===== src/rtl/bin2bcd_pkg.sv =====
// Shared types and helpers for the sequential binary-to-BCD converter.
package bin2bcd_pkg;

  typedef enum logic [1:0] {IDLE, SHIFT, FINISH} bcd_state_t;

  // Minimum digit count d with 10**d > 2**w; 2**w is never a power of ten for w > 0,
  // so this is the decimal length of 2**w (log10(2) ~= 0.30103).
  function automatic int unsigned bcd_digits(input int unsigned w);
    return (w * 30103) / 100000 + 1;
  endfunction

endpackage


===== src/rtl/module_bin2bcd_seq_if.sv =====
// Start/done handshake and data bus between the multiplier top level and the converter.
interface module_bin2bcd_seq_if #(
  parameter int unsigned N      = 4,
  parameter int unsigned DIGITS = 3
);
  logic                  start;
  logic [2*N-1:0]        p_in;
  logic                  busy;
  logic                  done;
  logic                  neg;
  logic [4*DIGITS-1:0]   bcd;

  modport master (output start, p_in, input busy, done, neg, bcd);
  modport slave  (input start, p_in, output busy, done, neg, bcd);
endinterface


===== src/rtl/module_bcd_add3.sv =====
// Double-dabble digit correction: digits of 5 or more get +3 before the shift.
module module_bcd_add3 (
  input  logic [3:0] digit_i,
  output logic [3:0] digit_o
);
  assign digit_o = (digit_i >= 4'd5) ? digit_i + 4'd3 : digit_i;
endmodule


===== src/rtl/module_bin2bcd_seq.sv =====
// Sequential double-dabble: product -> sign + packed BCD, one add-3/shift per clock.
// Define BIN2BCD_SIGNED_EN to treat p_in as two's complement; otherwise unsigned, neg tied 0.
module module_bin2bcd_seq
  import bin2bcd_pkg::*;
#(
  parameter int unsigned N      = 4,
  parameter int unsigned DIGITS = 3
) (
  input  logic                 clk_i,
  input  logic                 rst_ni,
  module_bin2bcd_seq_if.slave  bus
);

  localparam int unsigned W         = 2 * N;
  localparam int unsigned BW        = 4 * DIGITS;
  localparam int unsigned CW        = $clog2(W + 1);
  localparam int unsigned MinDigits = bcd_digits(W);

  if (DIGITS < MinDigits) begin : gen_digits_check
    $error("DIGITS too small for a %0d-bit product", W);
  end

  bcd_state_t      state_q, state_d;
  logic [W-1:0]    mag_q, mag_d;
  logic [BW-1:0]   scr_q, scr_d, scr_adj;
  logic [CW-1:0]   cnt_q, cnt_d;
  logic            sgn_q, sgn_d;
  logic            neg_q, neg_d;
  logic            done_q, done_d;
  logic [BW-1:0]   bcd_q, bcd_d;
  logic [W-1:0]    mag_in;
  logic            sgn_in;

`ifdef BIN2BCD_SIGNED_EN
  // -2**(W-1) negates to itself, which read unsigned is the correct magnitude.
  assign sgn_in = bus.p_in[W-1];
  assign mag_in = sgn_in ? (~bus.p_in + 1'b1) : bus.p_in;
`else
  assign sgn_in = 1'b0;
  assign mag_in = bus.p_in;
`endif

  for (genvar i = 0; i < DIGITS; i++) begin : gen_add3
    module_bcd_add3 u_add3 (
      .digit_i (scr_q[4*i +: 4]),
      .digit_o (scr_adj[4*i +: 4])
    );
  end

  always_comb begin
    state_d = state_q;
    mag_d   = mag_q;
    scr_d   = scr_q;
    cnt_d   = cnt_q;
    sgn_d   = sgn_q;
    neg_d   = neg_q;
    bcd_d   = bcd_q;
    done_d  = 1'b0;
    unique case (state_q)
      IDLE: begin
        if (bus.start) begin
          mag_d   = mag_in;
          sgn_d   = sgn_in;
          scr_d   = '0;
          cnt_d   = CW'(W);
          state_d = SHIFT;
        end
      end
      SHIFT: begin
        {scr_d, mag_d} = {scr_adj, mag_q} << 1;
        cnt_d          = cnt_q - 1'b1;
        if (cnt_q == CW'(1)) state_d = FINISH;
      end
      FINISH: begin
        bcd_d   = scr_q;
        neg_d   = sgn_q;
        done_d  = 1'b1;
        state_d = IDLE;
      end
      default: state_d = IDLE;
    endcase
  end

  always_ff @(posedge clk_i or negedge rst_ni) begin
    if (!rst_ni) begin
      state_q <= IDLE;
      mag_q   <= '0;
      scr_q   <= '0;
      cnt_q   <= '0;
      sgn_q   <= 1'b0;
      neg_q   <= 1'b0;
      done_q  <= 1'b0;
      bcd_q   <= '0;
    end else begin
      state_q <= state_d;
      mag_q   <= mag_d;
      scr_q   <= scr_d;
      cnt_q   <= cnt_d;
      sgn_q   <= sgn_d;
      neg_q   <= neg_d;
      done_q  <= done_d;
      bcd_q   <= bcd_d;
    end
  end

  assign bus.busy = (state_q == SHIFT);
  assign bus.done = done_q;
  assign bus.neg  = neg_q;
  assign bus.bcd  = bcd_q;

endmodule


===== src/flat_wrapper.sv =====
// flat-port wrapper written by rule: the top's interface ports become plain ports
module module_bin2bcd_seq_flat import bin2bcd_pkg::*;
#(
  parameter int unsigned N      = 4,
  parameter int unsigned DIGITS = 3
)
  (clk_i, rst_ni, bus_start, bus_p_in, bus_busy, bus_done, bus_neg, bus_bcd);
  module_bin2bcd_seq_if #(.N(N), .DIGITS(DIGITS)) bus_i ();
  input  logic clk_i;
  input  logic rst_ni;
  input wire logic [$bits(bus_i.start)-1:0] bus_start;
  input wire logic [$bits(bus_i.p_in)-1:0] bus_p_in;
  output wire logic [$bits(bus_i.busy)-1:0] bus_busy;
  output wire logic [$bits(bus_i.done)-1:0] bus_done;
  output wire logic [$bits(bus_i.neg)-1:0] bus_neg;
  output wire logic [$bits(bus_i.bcd)-1:0] bus_bcd;
  assign bus_i.start = bus_start;
  assign bus_i.p_in = bus_p_in;
  assign bus_busy = bus_i.busy;
  assign bus_done = bus_i.done;
  assign bus_neg = bus_i.neg;
  assign bus_bcd = bus_i.bcd;
  module_bin2bcd_seq #(.N(N), .DIGITS(DIGITS)) u_core (.clk_i(clk_i), .rst_ni(rst_ni), .bus(bus_i));
endmodule

===== config.mk =====
export PLATFORM = sky130hd
export DESIGN_NAME = module_bin2bcd_seq_flat
export DESIGN_NICKNAME = d
export VERILOG_FILES = /design/src/rtl/bin2bcd_pkg.sv /design/src/rtl/module_bin2bcd_seq_if.sv /design/src/rtl/module_bcd_add3.sv /design/src/rtl/module_bin2bcd_seq.sv /design/src/flat_wrapper.sv
export SDC_FILE = /design/constraint.sdc
export NUM_CORES = 1
export LEC_CHECK = 0
export CORE_MARGIN = 4
export CORE_UTILIZATION = 55
export CTS_BUF_LIST = sky130_fd_sc_hd__clkbuf_4
export DETAILED_ROUTE_END_ITERATION = 7
export PLACE_DENSITY = 0.89
export SYNTH_ARGS = -nofsm -noshare
export SYNTH_HDL_FRONTEND = slang
export SYNTH_SLANG_ARGS = --single-unit

===== constraint.sdc =====
create_clock -name clk_i -period 1.79 [get_ports clk_i]
set_input_delay 0.358 -clock clk_i [delete_from_list [all_inputs] [get_ports clk_i]]
set_output_delay 0.358 -clock clk_i [all_outputs]
set_load 0.01 [all_outputs]

==> results.py <==
metrics = {
    "final_layout": {
        "fin_cells": 265,
        "multi_input_area_um2": 759,
        "drive_above_1_share_pct": 9.59,
        "final_cell_mix": "dfrtp_1, nand2_1, clkdlybuf4s50_1",
        "seq_area_um2": 976,
        "nets": 237,
        "fin_util_pct": 66.9,
        "mostFrequentLayoutCell": "dfrtp_1",
        "final_cell_area_um2": 2230,
        "syn_to_final_growth_pct": 18.3,
        "n_fill_cell": 272,
        "n_antenna_cell": 0,
    },
    "flow_run": {
        "drv_cap": 0,
    },
    "drt": {
        "routedWlPerCell_um": 13.3,
        "finalWirelength_um": 3530,
        "vias": 1458,
        "drc_errors": 0,
        "post_drt_via_cell_ratio": 5.50,
        "antenna_left": 0,
        "drt_pass1_iterations": 4,
        "drtIter0Drc": 63,
    },
    "clock_network": {
        "clock-root-buffer": "clkbuf_4",
        "cts_sinks": 39,
        "cts.clk_slew.worst_paths_ns": 0.12,
        "clk_latency_ns": 0.35,
        "cts_buffers": 5,
        "cts_tree": "built",
        "cts_buffer_depth": 2,
        "htree_levels": 2,
    },
    "worst_setup_path": {
        "crit_buf_inv": 1,
        "crit_arrival_ns": 1.27,
        "end_kind": "primary output",
        "start_kind": "flop",
        "cp_slowest_cell": "clkdlybuf4s50_1",
        "worstPathRequired_ns": 1.43,
        "crit_chain": "clkdlybuf4s50_1",
        "critical_path_class": "reg2out",
        "cp_slowest_stage_delay_ns": 0.55,
        "cp_max_fo": 2,
        "crit_family": "buffers and inverters",
    },
    "floorplan": {
        "die_area_um2": 4430,
        "die_width_um": 66.6,
        "coreArea_um2": 3340,
        "initial_core_util_pct": 56.5,
        "design.portCount": 26,
        "die_h_um": 66.6,
        "row_count": 21,
    },
    "synth": {
        "postSynthAreaPerCell_um2": 10.0,
        "synth_seq_cells": 39,
        "synth_top_cell_by_area": "dfrtp_1",
        "synth.area.top_cells": "dfrtp_1, nand2_1, ha_1",
        "ys_seq_area_share_pct": 51.7,
        "syn_area_um2": 1890,
        "syn_nets": 207,
        "ys_types": 35,
        "yosysWarnings": 0,
        "synth_cells": 188,
        "netlist.area_leader.share_pct": 51.7,
    },
    "placement": {
        "gp_congestion": 0.747,
        "io_buffers": 24,
        "place_hpwl_um": 2580,
        "place_inst": 256,
        "place_ws_ns": 0.0960,
        "dpl-instance-area_um2": 2170,
    },
    "timing": {
        "final.setup.tns_ns": 0,
        "clock.fmax_mhz": 614,
        "holdWs_ns": 0.480,
        "post-route-period-util_pct": 90.9,
        "setup_slack_ns": 0.162,
        "rsz0062_at_grt": "false",
        "hold_violations": 0,
        "finClkSkew_ns": 0.00867,
        "setup_viol": 0,
        "slew_viol_final": 0,
        "period_minus_slack_ns": 1.63,
    },
    "global_route": {
        "grt_pass1_wl_um": 6150,
        "grt_usage_pct": 18.3,
        "grt_pass1_vias": 1379,
        "grt_antenna_before_repair": 0,
        "grt_max_degree": 26,
        "grt_remaining_overflow": 0,
    },
    "pwr": {
        "total_leakage_power_nw": 1.02,
        "max-vdd-ir-drop_v": 0.000876,
        "power_density_nw_per_um2": 1690,
        "power_mw": 3.77,
    },
    "worst_hold_path": {
        "min_path_type": "in2async",
    },
    "outcome": {
        "status": "finished, final reports clean",
    },
}
[cell families (layout without fill, tap and decap cells)]
group                    after synthesis  count (layout)  share of synthesized area, %
AO/OA/AOI/OAI                         55              55                          20.1
flip-flops                            39              39                          51.7
adder cells (fa/ha/maj)                8               8                          5.31
multiplexers                           1               1                         0.531
AND/OR/NAND/NOR                       55              55                          13.2
other                                  1               1                         0.199
XOR/XNOR                               2               2                         0.929
buffers and inverters                 27              58                          8.02
[layout make-up]
| cell class | count | share of cell area [%] |
|---|---|---|
| Clock inverter | 3 | 0.673 |
| Inverter | 16 | 2.80 |
| Tap cell | 46 | 2.58 |
| Multi-Input combinational cell | 122 | 34.0 |
| Sequential cell | 39 | 43.7 |
| Timing Repair Buffer | 34 | 14.5 |
| Clock buffer | 5 | 1.68 |
[cells in the mapped netlist, drive strengths merged]
| library cell | n |
|---|---|
| o32ai | 2 |
| a32o | 4 |
| a31oi | 7 |
| nor3 | 1 |
| o2111ai | 6 |
| o22ai | 1 |
| conb | 1 |
| o21ba | 1 |
| nor2b | 3 |
| and3b | 1 |
| o21a | 3 |
| ha | 8 |
| a21o | 1 |
| o211ai | 3 |
| and3 | 1 |
| nor3b | 1 |
| buf | 9 |
| mux2i | 1 |
| a21oi | 2 |
| xnor2 | 2 |
| o21bai | 1 |
| o221ai | 3 |
| o31ai | 3 |
| o21ai | 18 |
| nor2 | 9 |
| nand2b | 6 |
| nand2 | 33 |
| inv | 16 |
| dfrtp | 39 |
| clkbuf | 2 |
[where the power goes]
| group | switching, mW | internal [mW] |
|---|---|---|
| Clock | 0.289 | 0.146 |
| Sequential | 0.248 | 1.25 |
| Combinational | 0.969 | 0.866 |
[path summary, 6_finish.rpt]
path,from,end,slack [ns],depth (start not counted)
max,u_core.bus.bcd[5]$_DFFE_PN0P_,bus_bcd[5],0.16,1
min,rst_ni,u_core.bus.bcd[5]$_DFFE_PN0P_,0.48,2
max reg2reg,u_core.scr_q[0]$_DFFE_PN0P_,u_core.scr_q[1]$_DFFE_PN0P_,0.31,5
min reg2reg,u_core.bus.bcd[9]$_DFFE_PN0P_,u_core.bus.bcd[9]$_DFFE_PN0P_,0.49,2
max in group asynchronous,rst_ni,u_core.mag_q[6]$_DFFE_PN0P_,0.85,3
min in group clk_i,u_core.bus.bcd[9]$_DFFE_PN0P_,u_core.bus.bcd[9]$_DFFE_PN0P_,0.49,2
[per-layer routing]
| metal | share of wire, % | track usage, % | wire length (um) | vias to the layer above |
|---|---|---|---|---|
| met3 | 4.6 | 4.05 | 164 | 10 |
| met4 | 1.9 | 7.36 | 66 | 0 |
| li1 | - | - | - | 716 |
| met2 | 48 | 30.4 | 1710 | 39 |
| met5 | 0 | 0 | 0 | - |
| met1 | 45 | 23.1 | 1590 | 693 |
[sequential cells by signal, summed over array words and instances (netlist names)]
| name | flops |
|---|---|
| u_core.cnt_q | 4 |
| u_core.bus.done | 1 |
| u_core.bus.bcd | 12 |
| u_core.state_q | 2 |
| u_core.mag_q | 8 |
| u_core.scr_q | 12 |
[worst reg2reg max path, cell delays in order (launching register included)]
cell and delay, ns:
dfrtp_1 0.42, inv_1 0.12, ha_1 0.21, nor2b_1 0.26, o21a_1 0.21, o221ai_1 0.13
[repair_timing]
item	in CTS	in global routing
hold buffers	1	0
setup endpoints to repair	1	0
hold endpoints to repair	19	0
gates resized for setup	1	0
setup buffers	0	0
Note: power is estimated with default switching activity, not from simulation.
